<file path="config.mk">
export PLATFORM = sky130hd
export DESIGN_NAME = alu_seq_core
export DESIGN_NICKNAME = d
export VERILOG_FILES = /design/src/rtl/alu_seq_core.sv
export SDC_FILE = /design/constraint.sdc
export NUM_CORES = 1
export LEC_CHECK = 0
export CELL_PAD_IN_SITES_DETAIL_PLACEMENT = 1
export CELL_PAD_IN_SITES_GLOBAL_PLACEMENT = 2
export CORE_UTILIZATION = 35
export CTS_CLUSTER_DIAMETER = 80
export CTS_CLUSTER_SIZE = 30
export DETAILED_ROUTE_END_ITERATION = 8
export HOLD_SLACK_MARGIN = 0.03
export PLACE_DENSITY = 0.84
export SYNTH_ARGS = -nofsm -noshare
export SYNTH_HDL_FRONTEND = slang
export SYNTH_SLANG_ARGS = --single-unit
</file>
<file path="constraint.sdc">
create_clock -name clk -period 4.2 [get_ports clk]
set_input_delay 0.42 -clock clk [delete_from_list [all_inputs] [get_ports clk]]
set_output_delay 0.42 -clock clk [all_outputs]
set_load 0.05 [all_outputs]
</file>
<file path="src/rtl/alu_seq_core.sv">
// Sequential ALU with iterative shift-add multiply and a scanned hex display of the result.
// Optional macro ALU_SEQ_SEVSEG_EN compiles in the seven-segment scan logic.
module alu_seq_core #(
  parameter int WIDTH    = 8,
  parameter int DIGITS   = 8,
  parameter int SCAN_DIV = 17
) (
  input  logic                 clk,
  input  logic                 rst_n,
  input  logic                 start,
  input  logic [2:0]           op,
  input  logic [WIDTH-1:0]     a,
  input  logic [WIDTH-1:0]     b,
  input  logic                 c_in,
  output logic                 busy,
  output logic                 done,
  output logic [2*WIDTH-1:0]   result,
  output logic                 c_out,
  output logic                 zero,
  output logic [6:0]           CA,
  output logic [DIGITS-1:0]    AN
);

  localparam int CW = $clog2(WIDTH);
  localparam logic [WIDTH-1:0] WIDTH_V  = WIDTH'(WIDTH);
  localparam logic [CW-1:0]    CNT_LAST = CW'(WIDTH - 1);

  typedef enum logic [1:0] {IDLE = 2'd0, MUL = 2'd1, DONE = 2'd2} state_t;

  state_t               state_q, state_d;
  logic [WIDTH-1:0]     a_l_q, a_l_d, b_l_q, b_l_d;
  logic [2*WIDTH-1:0]   acc_q, acc_d;
  logic [CW-1:0]        cnt_q, cnt_d;
  logic [2*WIDTH-1:0]   result_q, result_d;
  logic                 c_out_q, c_out_d;
  logic                 zero_q, zero_d;
  logic                 busy_q, busy_d;
  logic                 done_q, done_d;
  logic [WIDTH-1:0]     alu_res_s;
  logic                 alu_c_s;
  logic [WIDTH:0]       wide_s;

  // Single-cycle ALU datapath on the live operands
  always_comb begin
    alu_res_s = '0;
    alu_c_s   = 1'b0;
    wide_s    = '0;
    case (op)
      3'b000: begin
        wide_s    = {1'b0, a} + {1'b0, b} + {{WIDTH{1'b0}}, c_in};
        alu_res_s = wide_s[WIDTH-1:0];
        alu_c_s   = wide_s[WIDTH];
      end
      3'b001: begin
        // borrow shows up in the extra top bit; carry-out is its inverse
        wide_s    = {1'b0, a} - {1'b0, b} - {{WIDTH{1'b0}}, c_in};
        alu_res_s = wide_s[WIDTH-1:0];
        alu_c_s   = ~wide_s[WIDTH];
      end
      3'b010:  alu_res_s = a & b;
      3'b011:  alu_res_s = a | b;
      3'b100:  alu_res_s = a ^ b;
      3'b101:  alu_res_s = (b >= WIDTH_V) ? {WIDTH{1'b0}} : (a << b);
      3'b110:  alu_res_s = (b >= WIDTH_V) ? {WIDTH{1'b0}} : (a >> b);
      default: alu_res_s = '0;
    endcase
  end

  // FSM next-state and datapath register updates
  always_comb begin
    state_d  = state_q;
    a_l_d    = a_l_q;
    b_l_d    = b_l_q;
    acc_d    = acc_q;
    cnt_d    = cnt_q;
    result_d = result_q;
    c_out_d  = c_out_q;
    zero_d   = zero_q;
    case (state_q)
      IDLE: begin
        if (start && (op == 3'b111)) begin
          a_l_d   = a;
          b_l_d   = b;
          acc_d   = '0;
          cnt_d   = '0;
          state_d = MUL;
        end else if (start) begin
          result_d = {{WIDTH{1'b0}}, alu_res_s};
          c_out_d  = alu_c_s;
          zero_d   = (alu_res_s == {WIDTH{1'b0}});
          state_d  = DONE;
        end else begin
          state_d = IDLE;
        end
      end
      MUL: begin
        acc_d = acc_q + (a_l_q[cnt_q] ? ({{WIDTH{1'b0}}, b_l_q} << cnt_q) : {2*WIDTH{1'b0}});
        cnt_d = cnt_q + {{(CW-1){1'b0}}, 1'b1};
        if (cnt_q == CNT_LAST) begin
          result_d = acc_d;
          c_out_d  = 1'b0;
          zero_d   = (acc_d == {2*WIDTH{1'b0}});
          state_d  = DONE;
        end else begin
          state_d = MUL;
        end
      end
      DONE:    state_d = IDLE;
      default: state_d = IDLE;
    endcase
    busy_d = (state_d == MUL);
    done_d = (state_d == DONE);
  end

  // State and datapath registers
  always_ff @(posedge clk or negedge rst_n) begin
    if (!rst_n) begin
      state_q  <= IDLE;
      a_l_q    <= '0;
      b_l_q    <= '0;
      acc_q    <= '0;
      cnt_q    <= '0;
      result_q <= '0;
      c_out_q  <= 1'b0;
      zero_q   <= 1'b0;
      busy_q   <= 1'b0;
      done_q   <= 1'b0;
    end else begin
      state_q  <= state_d;
      a_l_q    <= a_l_d;
      b_l_q    <= b_l_d;
      acc_q    <= acc_d;
      cnt_q    <= cnt_d;
      result_q <= result_d;
      c_out_q  <= c_out_d;
      zero_q   <= zero_d;
      busy_q   <= busy_d;
      done_q   <= done_d;
    end
  end

  assign busy   = busy_q;
  assign done   = done_q;
  assign result = result_q;
  assign c_out  = c_out_q;
  assign zero   = zero_q;

`ifdef ALU_SEQ_SEVSEG_EN
  localparam int NIBS = (2 * WIDTH) / 4;

  function automatic logic [6:0] hex7(input logic [3:0] n);
    case (n)
      4'h0: hex7 = 7'b1000000;
      4'h1: hex7 = 7'b1111001;
      4'h2: hex7 = 7'b0100100;
      4'h3: hex7 = 7'b0110000;
      4'h4: hex7 = 7'b0011001;
      4'h5: hex7 = 7'b0010010;
      4'h6: hex7 = 7'b0000010;
      4'h7: hex7 = 7'b1111000;
      4'h8: hex7 = 7'b0000000;
      4'h9: hex7 = 7'b0010000;
      4'hA: hex7 = 7'b0001000;
      4'hB: hex7 = 7'b0000011;
      4'hC: hex7 = 7'b1000110;
      4'hD: hex7 = 7'b0100001;
      4'hE: hex7 = 7'b0000110;
      4'hF: hex7 = 7'b0001110;
      default: hex7 = 7'h7F;
    endcase
  endfunction

  logic [SCAN_DIV-1:0] scan_q, scan_d;
  logic [DIGITS-1:0]   an_q, an_d;
  logic [6:0]          ca_q, ca_d;
  int                  dig_s;

  // Decode from next-cycle counter/result so the registered drive lines up with the counter
  always_comb begin
    scan_d = scan_q + {{(SCAN_DIV-1){1'b0}}, 1'b1};
    dig_s  = int'(scan_d[SCAN_DIV-1 -: 3]) % DIGITS;
    an_d   = '1;
    ca_d   = 7'h7F;
    for (int i = 0; i < DIGITS; i++) begin
      an_d[i] = (i != dig_s);
    end
    for (int i = 0; i < NIBS; i++) begin
      ca_d = (i == dig_s) ? hex7(result_d[4*i +: 4]) : ca_d;
    end
  end

  // Scan counter and display drive registers
  always_ff @(posedge clk or negedge rst_n) begin
    if (!rst_n) begin
      scan_q <= '0;
      an_q   <= ~{{(DIGITS-1){1'b0}}, 1'b1};
      ca_q   <= 7'b1000000;
    end else begin
      scan_q <= scan_d;
      an_q   <= an_d;
      ca_q   <= ca_d;
    end
  end

  assign CA = ca_q;
  assign AN = an_q;
`else
  logic unused_cfg_s;
  assign unused_cfg_s = (SCAN_DIV > 0) ? 1'b0 : 1'b0;
  assign CA = 7'h7F;
  assign AN = '1;
`endif

endmodule

</file>
==> metrics <==
max_cap viols 0; root buf cell clkbuf_16; Synth cell types 68; routed wire length 17,800 µm; Yosys warning count 0; post-CTS setup repair buffer count 0; Clock Pin Slew Worst Setup and Hold Paths 0.06 ns; Antenna Violating Nets Remaining 0; final setup fails 0; Setup WS post-layout 0.3263 ns; ys flop type dfrtp_1; nets@finish 757; IO Pins 58; most numerous cell in the Yosys netlist nand2_1; routed len/inst 20.44 µm; clock power share 26.1%; initial antenna violation count 0; Min Hold Slack 0.2422 ns; HPWL after detailed placement 14,090 µm; final-report hold violation count 0; VDD IR max 199.9 µV; Worst Hold Class primary input to asynchronous set/reset pin; Synth Register Bits 57; CP Class flip-flop to flip-flop; actual slew at the worst max-slew pin 0.7727 ns; WP data required 4.45 ns; Post-synth EDFFs 0; Comb power frac 47.3%; Starting Density 36.15%; Sw Ratio 42.87%; Max H-tree Level 3; Die Y-Extent 125.0 µm; clk buf depth 2; Vias 4,825; DRC Markers 6; CTS Buf Count 9; Max Slew Vio Count 0; gr usage total 23.52%; first-pass GRT wire length 28,130 µm; total negative setup slack 0 ns; Die W 125.0 µm; area leader, netlist dfrtp_1; status finished with violations; Flop pwr share 26.5%; CTS tree done; vias in the first global route 4,983; Gates resized, CTS repair 0; Cell Int Power 1.820 mW; WP data arrival 4.12 ns; Critical Path Sink Type flip-flop; CP max FO 7; ys async rst share 100.0%; post-synthesis cell area 0.005294 mm²; Antenna Cells 0; fillers 1,756; NetSw 1.366 mW; synthesized instance count 640; placeable core area 0.01464 mm²; largest net degree at the start of global routing 58; Max Clock Freq 258.2 MHz; RePlAce Congestion 0.9449; syn avg cell area 8.272 µm²; DRT Pass-1 Iters 7; largest cells by area after synthesis dfrtp_1 27%, ha_1 11%, nand2_1 6.1%; min cycle time layout 3.874 ns; Rows 44; fraction of layout instances using a drive strength above 1 10.04%; crit start category flip-flop; Rel. slew slack 48.48%; cts hold-fix bufs 0; sequential area share after synthesis 26.94%; unrepaired setup endpoints after global routing false; static leakage 2.856 nW; Setup Skew 0.008259 ns; Yosys top cell area share 26.94%; clock sink total 57; Buffers on Ports 42; worst skew pair latency 0.34 ns; Die ar. 0.01562 mm²; failing checks DRC; drt first-iter violations 300; dpl ws 0.2391 ns; Area growth syn-to-layout 18.48%; fin crit share 92.23%; fin util 42.83%; synth cell count leaders 86 x nand2_1, 58 x nor2_1, 57 x dfrtp_1; Pwr Density 507.9 mW/mm²; GRT overflow 0; Via-to-Cell Ratio 5.540
registers in the layout, indices dropped and copies added, names as in the netlist:
signal	flops
done	1
state_q	2
a_l_q	8
cnt_q	3
c_out	1
result	16
b_l_q	8
acc_q	16
busy	1
zero	1
through the flow:
stage | area [µm²] | std cells | power (mW)
global placement | 5933 | 855 | 2.310
detailed placement | 5933 | 855 | 2.361
finish | 6272 | 871 | 3.186
CTS | 6265 | 871 | 3.210
global route | 6272 | 871 | 3.395
floorplan | 5346 | 654 | 1.889
placed cells by master, fill, tap and decap left out, types with 9 or more instances in the layout:
cell type        instances
xnor2_1                  9
conb_1                  15
clkdlybuf4s50_1         41
o21ai_0                 46
nand2_1                 86
nor2_1                  58
nor3_1                   9
nor2b_1                 11
clkbuf_16                9
mux4_2                  10
a211oi_1                 9
inv_1                   34
dfrtp_1                 56
xor2_1                  14
mux2i_1                 16
ha_1                    47
a21oi_1                 32
o211ai_1                 9
buf_4                   25
nand3_1                 17
layer usage:
metal	part of all wire (%)	track usage, %	wire (µm)	vias to the layer above
met2	50	40.68	8833	115
li1	-	-	-	2328
met3	3.4	3.509	610	21
met5	0	0	0	-
met4	2.3	8.034	405	0
met1	45	29.92	7951	2361
final timing paths:
path                            slack (ns)  cells after the start               endpoint                  start
worst min register to register        0.48                      2  result[1]$_DFFE_PN0P_  result[1]$_DFFE_PN0P_
max in group asynchronous             3.40                      2   cnt_q[0]$_DFFE_PN0P_                  rst_n
worst max register to register        0.33                     13       zero$_DFFE_PN0P_   cnt_q[0]$_DFFE_PN0P_
min in group clk                      0.48                      2  result[1]$_DFFE_PN0P_  result[1]$_DFFE_PN0P_
worst min-delay path                  0.24                      2  result[2]$_DFFE_PN0P_                  rst_n
worst max-delay path                  0.33                     13       zero$_DFFE_PN0P_   cnt_q[0]$_DFFE_PN0P_
area by class of cell:
type / count / area [µm²] / area share [%]
Clock inverter: 4 / 75.07 / 1.197
Clock buffer: 12 / 256.5 / 4.089
Timing Repair Buffer: 67 / 603.1 / 9.615
Multi-Input combinational cell: 511 / 3545 / 56.51
Tap cell: 184 / 230.2 / 3.670
Sequential cell: 57 / 1428 / 22.76
Inverter: 36 / 135.1 / 2.154
logic make-up after synthesis:
family,after synthesis,share of synthesized area [%]
AO/OA/AOI/OAI,163,20.26
XOR/XNOR,23,3.805
adder cells (fa/ha/maj),52,13.00
buffers and inverters,86,7.209
flip-flops,57,26.94
multiplexers,33,8.769
other,1,0.07084
AND/OR/NAND/NOR,225,19.95
power by group through the flow:
stage          sequential, mW  combinational [mW]  clock [mW]
3_5_place_dp            0.855                1.51           0
4_1_cts                 0.846                1.51       0.850
5_1_grt                 0.870                1.65       0.871
3_3_place_gp            0.846                1.46           0
6_report                0.845                1.51       0.833
2_1_floorplan           0.923               0.967           0
worst max-delay path: stages (launching register included):
cell and delay, ns:
dfrtp_2 0.46, mux4_2 0.54, nand2_1 0.16, and2_1 0.28
nor2_1 0.09, ha_1 0.41, nand3_2 0.14, or4_4 0.54
nand3_2 0.09, xnor2_1 0.10, or4b_1 0.54, nor3_2 0.12
nand4_1 0.13, o31ai_2 0.18
(Power assumes the default switching activity.)
